### config.mk
export PLATFORM = sky130hd
export DESIGN_NAME = me_frame_loader
export DESIGN_NICKNAME = d
export VERILOG_FILES = /design/src/rtl/me_pkg.sv /design/src/rtl/me_wr_port.sv /design/src/rtl/me_frame_loader.sv
export SDC_FILE = /design/constraint.sdc
export NUM_CORES = 1
export LEC_CHECK = 0
export BUFFER_PORTS_ARGS = -buffer_cell sky130_fd_sc_hd__buf_2
export CAP_MARGIN = 40
export CORE_AREA = 2 2 93 95
export DETAILED_ROUTE_END_ITERATION = 10
export DIE_AREA = 0 0 95 97
export GPL_TIMING_DRIVEN = 0
export SLEW_MARGIN = 10
export SYNTH_ARGS = -nofsm -noshare
export SYNTH_HDL_FRONTEND = slang
export SYNTH_HIERARCHICAL = 1
export SYNTH_SLANG_ARGS = --single-unit
### constraint.sdc
create_clock -name clock -period 5.22 [get_ports clock]
set_clock_uncertainty 0.1 [all_clocks]
set_input_delay 0.522 -clock clock [delete_from_list [all_inputs] [get_ports clock]]
set_output_delay 0.522 -clock clock [all_outputs]
set_load 0.02 [all_outputs]
### src/rtl/me_pkg.sv
// Shared definitions for the motion-estimation frame loader.
// Holds the loader state encoding, memory depths and write-address widths.
package me_pkg;
  localparam int R_DEPTH = 256;   // reference block bytes (16x16)
  localparam int S_DEPTH = 1024;  // search window bytes (32x32)
  localparam int R_AW    = 8;     // reference memory address width
  localparam int S_AW    = 10;    // search memory address width
  localparam int IDX_W   = 10;    // shared fill index width

  typedef enum logic [2:0] {
    IDLE,
    LOAD_R,
    LOAD_S,
    RUN,
    DONE
  } loader_state_t;
endpackage

### src/rtl/me_wr_port.sv
// Registered memory write stage: strobe, address and data are captured
// together, so the memory sees them one cycle after the loader decides to write.
// Ports:
//   clock, reset        - clock, async active-low reset
//   en_i/addr_i/data_i  - write request from the loader
//   wr_en/wr_addr/wr_data - registered write port to the memory
module me_wr_port #(
  parameter int AW = 8,
  parameter int DW = 8
) (
  input  logic          clock,
  input  logic          reset,
  input  logic          en_i,
  input  logic [AW-1:0] addr_i,
  input  logic [DW-1:0] data_i,
  output logic          wr_en,
  output logic [AW-1:0] wr_addr,
  output logic [DW-1:0] wr_data
);
  logic          en_q;
  logic [AW-1:0] addr_q;
  logic [DW-1:0] data_q;

  always_ff @(posedge clock or negedge reset) begin
    if (!reset) begin
      en_q   <= 1'b0;
      addr_q <= '0;
      data_q <= '0;
    end else begin
      en_q <= en_i;
      // Address/data only move on a write; they are don't-care otherwise.
      if (en_i) begin
        addr_q <= addr_i;
        data_q <= data_i;
      end
    end
  end

  assign wr_en   = en_q;
  assign wr_addr = addr_q;
  assign wr_data = data_q;
endmodule

### src/rtl/me_frame_loader.sv
// Writer side of the motion-estimation memories. Streams pixel beats into the
// reference block memory, then the search window memory, then holds me_start
// until the estimator reports completion.
// Ports:
//   clock, reset                    - clock, async active-low reset
//   pix_data/pix_valid/pix_sof      - incoming pixel stream
//   pix_ready                       - loader accepts a beat
//   wr_en_r/wr_addr_r/wr_data_r     - reference memory write port
//   wr_en_s/wr_addr_s/wr_data_s     - search memory write port
//   me_start, me_completed          - estimator start/completion levels
//   frame_done                      - one-cycle pulse per finished frame
//   sof_error                       - sticky early-sof flag
//   frame_count                     - completed frames, wraps
module me_frame_loader #(
  parameter int DATA_W  = 8,
  parameter int R_DEPTH = me_pkg::R_DEPTH,
  parameter int S_DEPTH = me_pkg::S_DEPTH
) (
  input  logic              clock,
  input  logic              reset,
  input  logic [DATA_W-1:0] pix_data,
  input  logic              pix_valid,
  input  logic              pix_sof,
  output logic              pix_ready,
  output logic              wr_en_r,
  output logic [7:0]        wr_addr_r,
  output logic [DATA_W-1:0] wr_data_r,
  output logic              wr_en_s,
  output logic [9:0]        wr_addr_s,
  output logic [DATA_W-1:0] wr_data_s,
  output logic              me_start,
  input  logic              me_completed,
  output logic              frame_done,
  output logic              sof_error,
  output logic [7:0]        frame_count
);
  import me_pkg::*;

  localparam logic [IDX_W-1:0] R_LAST = IDX_W'(R_DEPTH - 1);
  localparam logic [IDX_W-1:0] S_LAST = IDX_W'(S_DEPTH - 1);

  loader_state_t    state_q, state_d;
  logic [IDX_W-1:0] idx_q, idx_d;
  logic             pix_ready_q, pix_ready_d;
  logic             me_start_q, me_start_d;
  logic             sof_error_q, sof_error_d;
  logic [7:0]       frame_count_q, frame_count_d;

  logic             wr_r, wr_s;
  logic [R_AW-1:0]  addr_r;
  logic [S_AW-1:0]  addr_s;
  logic             accept;

  assign accept = pix_valid & pix_ready_q;

  always_comb begin
    state_d       = state_q;
    idx_d         = idx_q;
    sof_error_d   = sof_error_q;
    frame_count_d = frame_count_q;
    wr_r          = 1'b0;
    wr_s          = 1'b0;
    addr_r        = idx_q[R_AW-1:0];
    addr_s        = idx_q[S_AW-1:0];

    unique case (state_q)
      IDLE: begin
        // Non-sof beats are swallowed until a frame starts.
        if (accept && pix_sof) begin
          wr_r    = 1'b1;
          addr_r  = '0;
          idx_d   = IDX_W'(1);
          state_d = LOAD_R;
        end
      end
      LOAD_R, LOAD_S: begin
        if (accept) begin
          if (pix_sof && !(state_q == LOAD_R && idx_q == '0)) begin
            // Early sof: this beat becomes R[0] of a fresh frame.
            wr_r        = 1'b1;
            addr_r      = '0;
            idx_d       = IDX_W'(1);
            state_d     = LOAD_R;
            sof_error_d = 1'b1;
          end else if (state_q == LOAD_R) begin
            wr_r = 1'b1;
            if (idx_q == R_LAST) begin
              idx_d   = '0;
              state_d = LOAD_S;
            end else begin
              idx_d = idx_q + 1'b1;
            end
          end else begin
            wr_s = 1'b1;
            if (idx_q == S_LAST) begin
              idx_d   = '0;
              state_d = RUN;
            end else begin
              idx_d = idx_q + 1'b1;
            end
          end
        end
      end
      RUN: begin
        if (me_completed) begin
          state_d       = DONE;
          frame_count_d = frame_count_q + 8'd1;
        end
      end
      DONE:    state_d = IDLE;
      default: state_d = IDLE;
    endcase

    pix_ready_d = (state_d == IDLE) || (state_d == LOAD_R) || (state_d == LOAD_S);
    // Registered from the first RUN cycle, so me_start trails the final
    // search write by one cycle and drops together with the DONE entry.
    me_start_d  = (state_q == RUN) && (state_d == RUN);
  end

  always_ff @(posedge clock or negedge reset) begin
    if (!reset) begin
      state_q       <= IDLE;
      idx_q         <= '0;
      pix_ready_q   <= 1'b0;
      me_start_q    <= 1'b0;
      sof_error_q   <= 1'b0;
      frame_count_q <= '0;
    end else begin
      state_q       <= state_d;
      idx_q         <= idx_d;
      pix_ready_q   <= pix_ready_d;
      me_start_q    <= me_start_d;
      sof_error_q   <= sof_error_d;
      frame_count_q <= frame_count_d;
    end
  end

  me_wr_port #(.AW(R_AW), .DW(DATA_W)) u_wr_r (
    .clock   (clock),
    .reset   (reset),
    .en_i    (wr_r),
    .addr_i  (addr_r),
    .data_i  (pix_data),
    .wr_en   (wr_en_r),
    .wr_addr (wr_addr_r),
    .wr_data (wr_data_r)
  );

  me_wr_port #(.AW(S_AW), .DW(DATA_W)) u_wr_s (
    .clock   (clock),
    .reset   (reset),
    .en_i    (wr_s),
    .addr_i  (addr_s),
    .data_i  (pix_data),
    .wr_en   (wr_en_s),
    .wr_addr (wr_addr_s),
    .wr_data (wr_data_s)
  );

  assign pix_ready   = pix_ready_q;
  assign me_start    = me_start_q;
  assign frame_done  = (state_q == DONE);
  assign sof_error   = sof_error_q;
  assign frame_count = frame_count_q;
endmodule

* Word level (Yosys, flattened, before mapping)
Cells that the tools add are included.
** Storage, ports and cells
- Flip-flop bits (word level) :: 60
- Bits of input ports :: 13
- Output and inout port bits :: 48
- Word-level logic and storage cells :: 69
** Cells by class
- Add/subtract/negate cells :: 2
- Eq/ne operators :: 11
- Multiplexer cells :: 28
- Bitwise gates (word level) :: 1
- Reduce and logical (&&, ||, !) cells :: 15
** Operators by type and width (count)
- two-way mux 10 bit :: 6
- two-way mux 8 bit :: 3
- two-way mux 3 bit :: 7
- case mux 10 bit (2 select lines) :: 1
- case mux 8 bit (2 select lines) :: 1
- equality test 3 x 2 -> 1 bit, second input constant :: 4
- adder 10 x 1 -> 10 bit, second input constant :: 1
- equality test 10 bit, second input constant :: 1
- equality test 10 x 8 -> 1 bit, second input constant :: 1
- zero test 10 bit :: 1
- case mux 3 bit (3 select lines) :: 1
- adder 8 x 1 -> 8 bit, second input constant :: 1
- two-way mux 1 bit :: 8
- equality test 3 x 1 -> 1 bit, second input constant :: 2
- zero test 3 bit :: 2
- AND reduction 3 bit :: 2
- logical AND 1 bit :: 4
- != test 2 bit, second input constant :: 2
- equality test 3 bit, second input constant :: 1
- logical OR 1 bit :: 2
- case mux 1 bit (2 select lines) :: 1
- AND reduction 2 bit :: 1
- nonzero test 2 bit :: 1
- OR reduction 2 bit :: 1
- other kinds (2) :: 2

* Longest topological paths before layout
- Depth after elaboration :: 10
- Gate-level depth with buffers :: 8
- Depth with buffers taken out :: 8

* Modules after synthesis
The synthesis kept the hierarchy.
** Modules (own cells, without submodules)
- me_frame_loader :: instances 1, cells each 148, area each 1395.1 µm², seq. area each 600.6 µm²
- me_wr_port at u_wr_s :: instances 1, cells each 39, area each 747.0 µm², seq. area each 475.5 µm²
- me_wr_port at u_wr_r :: instances 1, cells each 35, area each 674.4 µm², seq. area each 425.4 µm²

* Least setup slack after synthesis
OpenSTA, ideal clock, no wires.
- Path kind :: input to register
- Start point :: input pix_valid
- End point :: register u_wr_r.addr_q[0] (netlist: u_wr_r/wr_addr[0])
- Setup time :: 0.125 ns
- Arrival time :: 2.223 ns
- Data required time :: 4.995 ns
- Setup slack :: 2.772 ns
- Stages on the path :: 7
- Buffers on the path :: 3
- Cells stage by stage :: nand2_1 or4b_2 clkbuf_1 nor2_1 buf_6 buf_12 mux2_4
** Between the ends
- Word-level cells in the longest chain between the ends :: 4
- Elaborated cells on any way between the ends :: 8
- Those cells by class :: 6 x mux; 1 x bitwise; 1 x reduce/logical
** RTL lines
- start: declaration :: RTL line me_frame_loader.sv:22 : input logic pix_valid,
- AND 1 bit (*) :: RTL line me_frame_loader.sv:54 : assign accept = pix_valid & pix_ready_q;
- logical AND 1 bit :: RTL line me_frame_loader.sv:69 : if (accept && pix_sof) begin
- two-way mux 1 bit :: RTL line me_frame_loader.sv:69
- case mux 1 bit (2 select lines) (*) :: RTL line me_frame_loader.sv:66 : unique case (state_q)
- via wr_r :: RTL line me_frame_loader.sv:49 : logic wr_r, wr_s;
- end signal: assignment :: RTL line me_wr_port.sv:33 : addr_q <= addr_i;
- end: declaration :: RTL line me_wr_port.sv:21 : logic [AW-1:0] addr_q;
Mark *: on every way through the listed nets, which the timed path passes. The rest lies on a longest branch.
A chain may end at the register's enable or synchronous reset.

* Worst setup path after layout
- Start point :: register state_q[1]
- End point :: register u_wr_r.addr_q[3] (netlist: u_wr_r/wr_addr[3])
** Between the ends
- Word-level cells in the longest chain between the ends :: 7
- Elaborated cells on any way between the ends :: 14
- Those cells by class :: 2 x eq/ne; 7 x mux; 5 x reduce/logical
** RTL lines
- start: declaration :: RTL line me_frame_loader.sv:42 : loader_state_t state_q, state_d;
- start signal: assignment :: RTL line me_frame_loader.sv:129 : state_q <= state_d;
- equality test 3 x 1 -> 1 bit :: RTL line me_frame_loader.sv:66, me_frame_loader.sv:78, me_frame_loader.sv:85
- logical AND 1 bit :: RTL line me_frame_loader.sv:78 : if (pix_sof && !(state_q == LOAD_R && idx_q == '0)) begin
- zero test 1 bit :: RTL line me_frame_loader.sv:78
- logical AND 1 bit :: RTL line me_frame_loader.sv:78
- two-way mux 1 bit :: RTL line me_frame_loader.sv:78
- two-way mux 1 bit :: RTL line me_frame_loader.sv:77 : if (accept) begin
- case mux 1 bit (2 select lines) (*) :: RTL line me_frame_loader.sv:66
- via wr_r :: RTL line me_frame_loader.sv:49
Marks and branches as above.

==> metrics.yaml <==
start_util_pct: 34.63
dp_cells: 389
fin_nets: 311
dp_slack_ns: 2.356
cts_resized: 0
clk_latency_ns: 0.33
grt_usage_pct: 13.75
synthArstFlopShare_pct: 100.0
antenna_found_initial: 0
worstRegToRegCells: 8
core_area_um2: 8134
hpwl_mm: 4.083
drive_gt1_share_pct: 42.33
area_delta_synth_final_pct: 22.97
ios: 61
leakagePower_nw: 1.679
clkTransAtPathRegs_ns: 0.07
syn_nets: 238
max_stage_delay_ns: 0.67
n_fill_cell: 777
fin_ws_ns: 2.502
diodes: 0
arrival_ns: 2.83
syn_inst: 222
drc: 0
ir_worst_vdd_mv: 0.1960
crit_chain: "buf_2 -> nand2_1 -> or4b_2 -> clkbuf_1 -> nor2_1 -> buf_6 -> buf_12 -> mux2_4"
vias: 2004
r2r_start: "state_q[1]"
final_max_slew_viol_count: 0
syn-mean-instance-area_um2: 12.69
finalPower_mw: 1.869
grt_max_degree: 61
die_w_um: 95
status: "finished, final reports clean"
finalHoldViolCount: 0
htreeDepth: 3
fin_crit_sh_pct: 52.07
die_area_um2: 9215
min_period_ns: 2.718
synthDominantAreaCellType: "dfrtp_1"
wire_per_inst_um: 14.58
r2r_setup_slack_ns: 2.50
cts.sinks: 60
synth_edf_count: 0
cts_tree: "done"
fin_cells: 405
holdBufCountCts: 0
ys_seq_elements: 60
startpoint: "state_q[1]"
hp-class: "primary input to asynchronous set/reset pin"
grt_first_pass_wirelength_mm: 9.922
grt_pass1_vias: 1957
fp-row-count: 33
overflow: 0
drtAntennaViolNets: 0
firstDrtPassIters: 4
yosysSeqAreaShare_pct: 53.31
gp_congestion: 0.8985
ys.flop_type: "dfrtp_1"
holdWs_ns: 0.1604
vias_per_cell: 4.948
yosys-top-cells-area: "dfrtp_1, mux2_4, mux2_2, nor2_1, nand2_1"
clockBufferDepth: 2
synthesis.area_um2: 2816
drt_iter0_drc: 74
wirelength_mm: 5.903
crit_path_start_kind: "flop"
worst_pin_slew_ns: 0.7689
setup_viol: 0
setup_tns_ns: 0
die_y_um: 97
yosys_warnings: 6
cts_inserted_buffers: 9
cts_setup_buffers: 0
yosysUniqueCellTypes: 44
crit_type: "flop to flop"
crit_slowest_cell: "or4b_2"
worstPathRequired_ns: 5.33
slew_headroom_pct: 48.74
worstReg2RegEnd: "u_wr_r/wr_addr[3]"
portBuffers: 60
cp-end-kind: "flop"
synth_top_cell_area_share_pct: 53.31
rsz0062_at_grt: "false"
crit_fanout: 10
power_density_nw_per_um2: 539.7
root_buffer: "clkbuf_8"
cap_violations: 0
max_freq_mhz: 367.9
-- how the worst max path moves through the flow --
stage	end	slack, ns	depth (start not counted)
CTS	u_wr_r/wr_addr[3]	2.50	8
detailed placement	u_wr_r/wr_data[5]	2.36	8
finish	u_wr_r/wr_addr[3]	2.50	8
floorplan	u_wr_r/wr_addr[0]	2.77	7
global route	u_wr_r/wr_addr[6]	2.33	8
global placement	u_wr_r/wr_addr[1]	2.39	8
-- cell type report --
type	count	area [um2]	area share, %
Tap cell	105	131.4	3.793
Sequential cell	60	1501	43.35
Inverter	3	11.26	0.3251
Timing Repair Buffer	62	312.8	9.032
Clock inverter	4	47.55	1.373
Buffer	8	80.08	2.312
Clock buffer	12	155.1	4.480
Multi-Input combinational cell	151	1224	35.33
-- layer usage --
metal  up-vias  GRT usage, %  part of all wire (%)
met4         0         4.236                  0.83
met5         -             0                     0
met1       988         18.23                    47
met2        56         21.39                    46
li1        955             -                     -
met3         5         4.283                   5.7
-- critical path: cells and delay by family, from the launching register on --
family                 cells  cell delay [ns]
flip-flops                 1             0.38
AND/OR/NAND/NOR            3             1.04
multiplexers               1             0.30
buffers and inverters      4             0.77
-- cell usage after synthesis (2+ instances only) --
| cell type | n |
|---|---|
| dfrtp_1 | 60 |
| mux2_4 | 20 |
| nor2_1 | 17 |
| mux2_2 | 16 |
| nand2_1 | 14 |
| nor2b_1 | 7 |
| nor3_1 | 7 |
| nand3_1 | 6 |
| xnor2_1 | 6 |
| o21ai_0 | 5 |
| nand4_1 | 4 |
| o211ai_1 | 4 |
| a21o_1 | 3 |
| a21oi_1 | 3 |
| ha_1 | 3 |
| inv_1 | 3 |
| nor3b_1 | 3 |
| or3b_2 | 3 |
| or4_1 | 3 |
| a221o_1 | 2 |
| a22o_1 | 2 |
| and2_1 | 2 |
| and4_1 | 2 |
| buf_12 | 2 |
| buf_2 | 2 |
| buf_6 | 2 |
| clkbuf_1 | 2 |
| or2_2 | 2 |
| xor2_1 | 2 |
-- cells in the final DEF, fill, tap and decap left out, types with 4 or more instances in the layout --
cell type	synthesis	routed
buf_2	2	63
clkbuf_8	0	11
dfrtp_1	60	60
mux2_2	16	16
mux2_4	20	20
nand2_1	14	14
nand3_1	6	6
nand4_1	4	4
nor2_1	17	17
nor2b_1	7	7
nor3_1	7	7
o211ai_1	4	4
o21ai_0	5	5
xnor2_1	6	6
-- cell families (layout without fill, tap and decap cells) --
logic type               after synthesis  in the layout  synth area share [%]
flip-flops                            60             60                 53.31
multiplexers                          36             36                 17.06
XOR/XNOR                               8              8                 2.488
AND/OR/NAND/NOR                       75             75                 14.44
buffers and inverters                 11             89                 3.243
AO/OA/AOI/OAI                         29             29                 8.130
adder cells (fa/ha/maj)                3              3                 1.333
-- metrics by stage --
step / util (%) / cell area (um2)
3_3_place_gp: 39.93 / 3248
6_report: 42.58 / 3463
2_1_floorplan: - / 2816
5_1_grt: 42.58 / 3463
4_1_cts: 42.58 / 3463
3_5_place_dp: 40.09 / 3261
-- where the power goes --
part | leakage (nW) | internal (mW) | switching (mW)
Clock | 0.102 | 0.245 | 0.180
Combinational | 0.805 | 0.334 | 0.427
Sequential | 0.772 | 0.596 | 0.0871
-- sequential cells by signal (all words and copies together) (netlist names) --
signal,cells
addr_s,10
frame_count,8
me_start,1
pix_ready,1
sof_error,1
state_q,3
u_wr_r/wr_addr,8
u_wr_r/wr_data,8
u_wr_r/wr_en,1
u_wr_s/wr_addr,10
u_wr_s/wr_data,8
u_wr_s/wr_en,1
No activity file was read; power rests on OpenSTA's default activity.
